<file path="src/rtl/uart_rx_cfg.sv">
// uart_rx_cfg: configurable UART receiver with 3-sample majority voting,
// framing/parity error flags and a valid/ready output with overrun detection.
module uart_rx_cfg #(
    parameter int CLKS_PER_BIT = 868,
    parameter int DATA_BITS    = 8,
    parameter int PARITY       = 0,
    parameter int STOP_BITS    = 1
) (
    input  logic                 clk,
    input  logic                 resetn,
    input  logic                 rx_i,
    input  logic                 ready_i,
    output logic [DATA_BITS-1:0] data_o,
    output logic                 valid_o,
    output logic                 frame_err_o,
    output logic                 parity_err_o,
    output logic                 overrun_o,
    output logic                 busy_o
);
    localparam int MID = CLKS_PER_BIT / 2;
    localparam int TW  = $clog2(CLKS_PER_BIT);
    localparam logic [TW-1:0] T_S0 = TW'(MID - 1), T_S1 = TW'(MID), T_DEC = TW'(MID + 1), T_LAST = TW'(CLKS_PER_BIT - 1);
    localparam logic [3:0] LAST_DATA = 4'(DATA_BITS - 1), LAST_STOP = 4'(STOP_BITS - 1);

    typedef enum logic [2:0] {WAIT_HIGH, IDLE, START, DATA, PAR, STOP} state_t;
    state_t state, state_n;
    logic rx_m, rx_s, smp0, smp1, maj, dec, wrap, done, ferr_n, ferr, perr;
    logic [TW-1:0] timer;
    logic [3:0] bit_cnt;
    logic [DATA_BITS-1:0] shreg;

    assign dec    = timer == T_DEC;
    assign wrap   = timer == T_LAST;
    assign maj    = (smp0 & smp1) | (smp0 & rx_s) | (smp1 & rx_s);
    assign ferr_n = ferr | ~maj;

    always_ff @(posedge clk) state <= !resetn ? WAIT_HIGH : state_n;

    always_comb begin
        state_n = state;
        done    = 1'b0;
        case (state)
            WAIT_HIGH: if (rx_s) state_n = IDLE;
            IDLE:      if (!rx_s) state_n = START;
            START:     if (dec && maj) state_n = IDLE; else if (wrap) state_n = DATA;
            DATA:      if (wrap && bit_cnt == LAST_DATA) state_n = PARITY != 0 ? PAR : STOP;
            PAR:       if (wrap) state_n = STOP;
            STOP: if (dec && bit_cnt == LAST_STOP) begin
                done    = 1'b1;
                // a low line after a framing error is a break: wait for idle before re-arming
                state_n = (ferr_n && !rx_s) ? WAIT_HIGH : IDLE;
            end
            default:   state_n = WAIT_HIGH;
        endcase
    end

    always_ff @(posedge clk) begin
        if (!resetn) begin
            rx_m         <= 1'b0;
            rx_s         <= 1'b0;
            timer        <= '0;
            bit_cnt      <= '0;
            smp0         <= 1'b0;
            smp1         <= 1'b0;
            shreg        <= '0;
            ferr         <= 1'b0;
            perr         <= 1'b0;
            busy_o       <= 1'b0;
            data_o       <= '0;
            valid_o      <= 1'b0;
            frame_err_o  <= 1'b0;
            parity_err_o <= 1'b0;
            overrun_o    <= 1'b0;
        end else begin
            rx_m    <= rx_i;
            rx_s    <= rx_m;
            timer   <= (state_n == IDLE || state_n == WAIT_HIGH || wrap) ? '0 : timer + 1'b1;
            busy_o  <= state_n != IDLE && state_n != WAIT_HIGH;
            if (timer == T_S0) smp0 <= rx_s;
            if (timer == T_S1) smp1 <= rx_s;
            if (state == IDLE) begin
                bit_cnt <= '0;
                ferr    <= 1'b0;
                perr    <= 1'b0;
            end else if (wrap) bit_cnt <= (state_n != state) ? '0 : bit_cnt + 1'b1;
            if (dec && state == DATA) shreg <= {maj, shreg[DATA_BITS-1:1]};
            if (dec && state == PAR) perr <= ^shreg ^ maj ^ (PARITY == 1);
            if (dec && state == STOP && !maj) ferr <= 1'b1;
            if (done && (!valid_o || ready_i)) begin
                data_o       <= shreg;
                frame_err_o  <= ferr_n;
                parity_err_o <= perr;
            end
            valid_o   <= done || (valid_o && !ready_i);
            overrun_o <= (valid_o && ready_i) ? 1'b0 : (overrun_o || (done && valid_o));
        end
    end
endmodule

</file>
<file path="config.mk">
export PLATFORM = sky130hd
export DESIGN_NAME = uart_rx_cfg
export DESIGN_NICKNAME = d
export VERILOG_FILES = /design/src/rtl/uart_rx_cfg.sv
export SDC_FILE = /design/constraint.sdc
export NUM_CORES = 1
export LEC_CHECK = 0
export ABC_AREA = 1
export BUFFER_PORTS_ARGS = -buffer_cell sky130_fd_sc_hd__buf_2
export CELL_PAD_IN_SITES_DETAIL_PLACEMENT = 0
export CELL_PAD_IN_SITES_GLOBAL_PLACEMENT = 1
export CORE_MARGIN = 2
export CORE_UTILIZATION = 45
export CTS_CLUSTER_SIZE = 14
export DETAILED_ROUTE_END_ITERATION = 10
export PLACE_DENSITY_LB_ADDON = 0.1
export SYNTH_ARGS = -nofsm -noshare
export SYNTH_HDL_FRONTEND = slang
export SYNTH_SLANG_ARGS = --single-unit
</file>
<file path="constraint.sdc">
create_clock -name clk -period 2.4 [get_ports clk]
set_clock_uncertainty 0.05 [all_clocks]
set_input_delay 0.48 -clock clk [delete_from_list [all_inputs] [get_ports clk]]
set_output_delay 0.48 -clock clk [all_outputs]
set_load 0.05 [all_outputs]
</file>
==> results.md <==
- Maximum vdd drop: between 300 and 400 µV
- Design Area, Final: between 2000 and 2500 µm²
- Pint: 1.06 mW
- Hold_ws: 0.311 ns
- Global-route wire length before repair: roughly 6900 µm
- Launch point of the critical path: bit_cnt[0]
- NetSw: between 0.2 and 0.3 mW
- Fraction of layout cells with a size suffix above 1: a little over a fifth
- Worst Setup EP: frame_err_o
- Dpl cells: 353
- Worst Setup End Kind: register
- Syn_nets: around 280
- Mapped cell area: about 2200 µm²
- Initial antenna violation count: 0
- Post_cts resized: 0
- Mean Syn Cell Area: around 8 µm²
- GRT overflow: 0
- H-Tree Level Count: 2
- Synth warn: 0
- Startpoint types: register
- Sequential area share after synthesis: 39.2%
- Drt drc: 0
- Worst-Skew Late Latency: about 0.3 ns
- Vias per cell: 4.69
- Fin crit share: about 78%
- ANT nets after route: 0
- Area Growth Syn to Fin: 11.1%
- WL/cell: roughly 11 µm
- Initial Utilization: 47.0%
- Final min period: 1.87 ns
- Worst EP required: between 2 and 3 ns
- Hold crit path type: in2reg
- Largest net degree at the start of global routing: 19
- Post-CTS Setup Bufs: 0
- Switch share: a little over a fifth
- Worst Tran Pin Value: ~0.52 ns
- Number of DRC markers in iteration 0: between 50 and 60
- Power density over cell area: roughly 540 nW/µm²
- CTS Buf Count: 5
- Die Wd: 74.7 µm
- DRT Pass-1 Iters: 4
- Finish-stage setup viols: 0
- Hold-fix buffers, CTS: 0
- DP Area: 2380 µm²
- Synthesized instance count: around 270
- # nets final: 302
- Slew Viols, Final: 0
- Most frequent cells in the layout: dfxtp_1, inv_1, nor2_1
- Most common cell after layout, fill and taps aside: dfxtp_1
- Seq pwr share: 54.5%
- Vias in the first global route: 1476
- CTS max path bufs: 2
- Setup Crit Path Kind: reg2reg
- Max-cap viol count: 0
- Synth Register Bits: 44
- Clock-pin transition on the worst setup and hold timing paths: ~0.09 ns
- Clock share of power: a little over two fifths
- Total number of vias: roughly 1700
- Ports: 17
- CTS tree: built
- CORE AREA: 4790 µm²
- Cell depth of the worst flop-to-flop path: 7
- RD Place Congestion: between 0.8 and 0.9
- I/O Buffers: 16
- Root Driver: clkbuf_8
- CTS Sinks: 44
- Outcome: complete, no violations
- Tot Pwr: between 1 and 1.5 mW
- Filler cell count: 477
- Die area: between 5000 and 6000 µm²
- Max_slew headroom: approximately two thirds
- Rows: 25
- Yosys cell types: 40
- Setup slack, reg-to-reg: between 0.5 and 0.6 ns
- All-layer global routing usage: about 16%
- Critical path fanouts, max: 18
- Setup TNS: 0 ns
- Leakage: 1.05 nW
- R2r endpoint: frame_err_o
- Crit path arrival time: 2.05 ns
- Max Fclk: about 540 MHz
- RSZ-0062 raised after global routing: false
- # diodes: 0
- Post-DP HPWL: 3060 µm
- Comb power frac: 2.9%
- Die Ht: 74.7 µm
- Final Non-Filler Cells: about 360
- FF-to-FF Start: bit_cnt[0]
- Final WL: a little over 4000 µm
- Fin. Hold Viols: 0
[routing by layer]
metal | global-route usage [%] | vias up | share of wire, %
met1 | 23.8 | 750 | 52
met3 | 4.02 | 5 | 3.2
li1 | - | 919 | -
met5 | 0 | - | 0
met4 | 5.95 | 0 | 1.6
met2 | 23.6 | 20 | 43
[critical path, stage by stage, from the launching register on]
cell and delay [ns]:
dfxtp_1 0.36, inv_1 0.07, ha_1 0.14, nor3b_2 0.36, nand4_4 0.18, nor2_4 0.37
o21ai_0 0.13, a31oi_1 0.14
[flip-flops by register name, summed over array words and instances, names as in the netlist]
name	cells
overrun_o	1
frame_err_o	1
parity_err_o	1
valid_o	1
state	3
smp0	1
perr	1
timer	10
shreg	8
busy_o	1
rx_s	1
rx_m	1
smp1	1
data_o	8
ferr	1
bit_cnt	4
[cell families after synthesis]
kind of cell    Yosys count  synth area share, %
simple gates            123                 32.2
buf+inv                  49                 9.57
flops                    44                 39.2
compound gates           37                 10.1
xor+xnor                 16                 6.23
fa+ha+maj                 5                 2.78
[cell usage after synthesis, drive strengths merged]
library cell | instances | area (µm²)
dfxtp | 44 | 881
nor2 | 44 | 223
inv | 42 | 160
nand2 | 40 | 211
nand3 | 19 | 128
a21oi | 12 | 60.1
a211oi | 11 | 87.6
nor3 | 10 | 65.1
xor2 | 10 | 87.6
o21ai | 9 | 45.0
nand4 | 6 | 52.6
xnor2 | 6 | 52.6
ha | 5 | 62.6
buf | 3 | 26.3
clkinv | 3 | 25.0
a31oi | 2 | 12.5
nor3b | 2 | 25.0
clkbuf | 1 | 3.75
nor4 | 1 | 12.5
o211ai | 1 | 7.51
o21a | 1 | 7.51
o22ai | 1 | 6.26
or2 | 1 | 6.26
[metrics by stage]
| step | setup slack (ns) | util [%] |
|---|---|---|
| 2_1_floorplan | 0.786 | - |
| 3_3_place_gp | 0.558 | 49.8 |
| 3_5_place_dp | 0.531 | 49.8 |
| 4_1_cts | 0.518 | 52.2 |
| 5_1_grt | 0.326 | 52.2 |
| 6_report | 0.533 | 52.2 |
[power groups by stage]
stage / combinational [mW] / clock [mW] / sequential (mW)
after floorplan: 0.0258 / 0 / 0.756
after global placement: 0.0396 / 0 / 0.755
after detailed placement: 0.0392 / 0 / 0.754
after CTS: 0.0392 / 0.607 / 0.737
after global routing: 0.0437 / 0.638 / 0.738
final: 0.0388 / 0.577 / 0.737
[layout make-up]
cell class              instances  area, µm²  share of cell area, %
multi-input cells             181       1150                   46.1
flip-flops and latches         44        881                   35.3
inverters                      45        185                   7.41
well taps                      67       83.8                   3.36
repair buffers                 16       80.1                   3.21
clock buffers                   5       68.8                   2.76
clock inverters                 3       46.3                   1.85
[how the worst min path moves through the flow]
stage            start        end  slack (ns)  cells past startpoint
2_1_floorplan     rx_m       rx_s        0.34                      2
3_3_place_gp      rx_m       rx_s        0.34                      2
3_5_place_dp      rx_m       rx_s        0.35                      2
4_1_cts           rx_i       rx_m        0.29                      3
5_1_grt        ready_i  overrun_o        0.31                      2
6_report          rx_i       rx_m        0.31                      3
No activity file was read; power rests on OpenSTA's default activity.
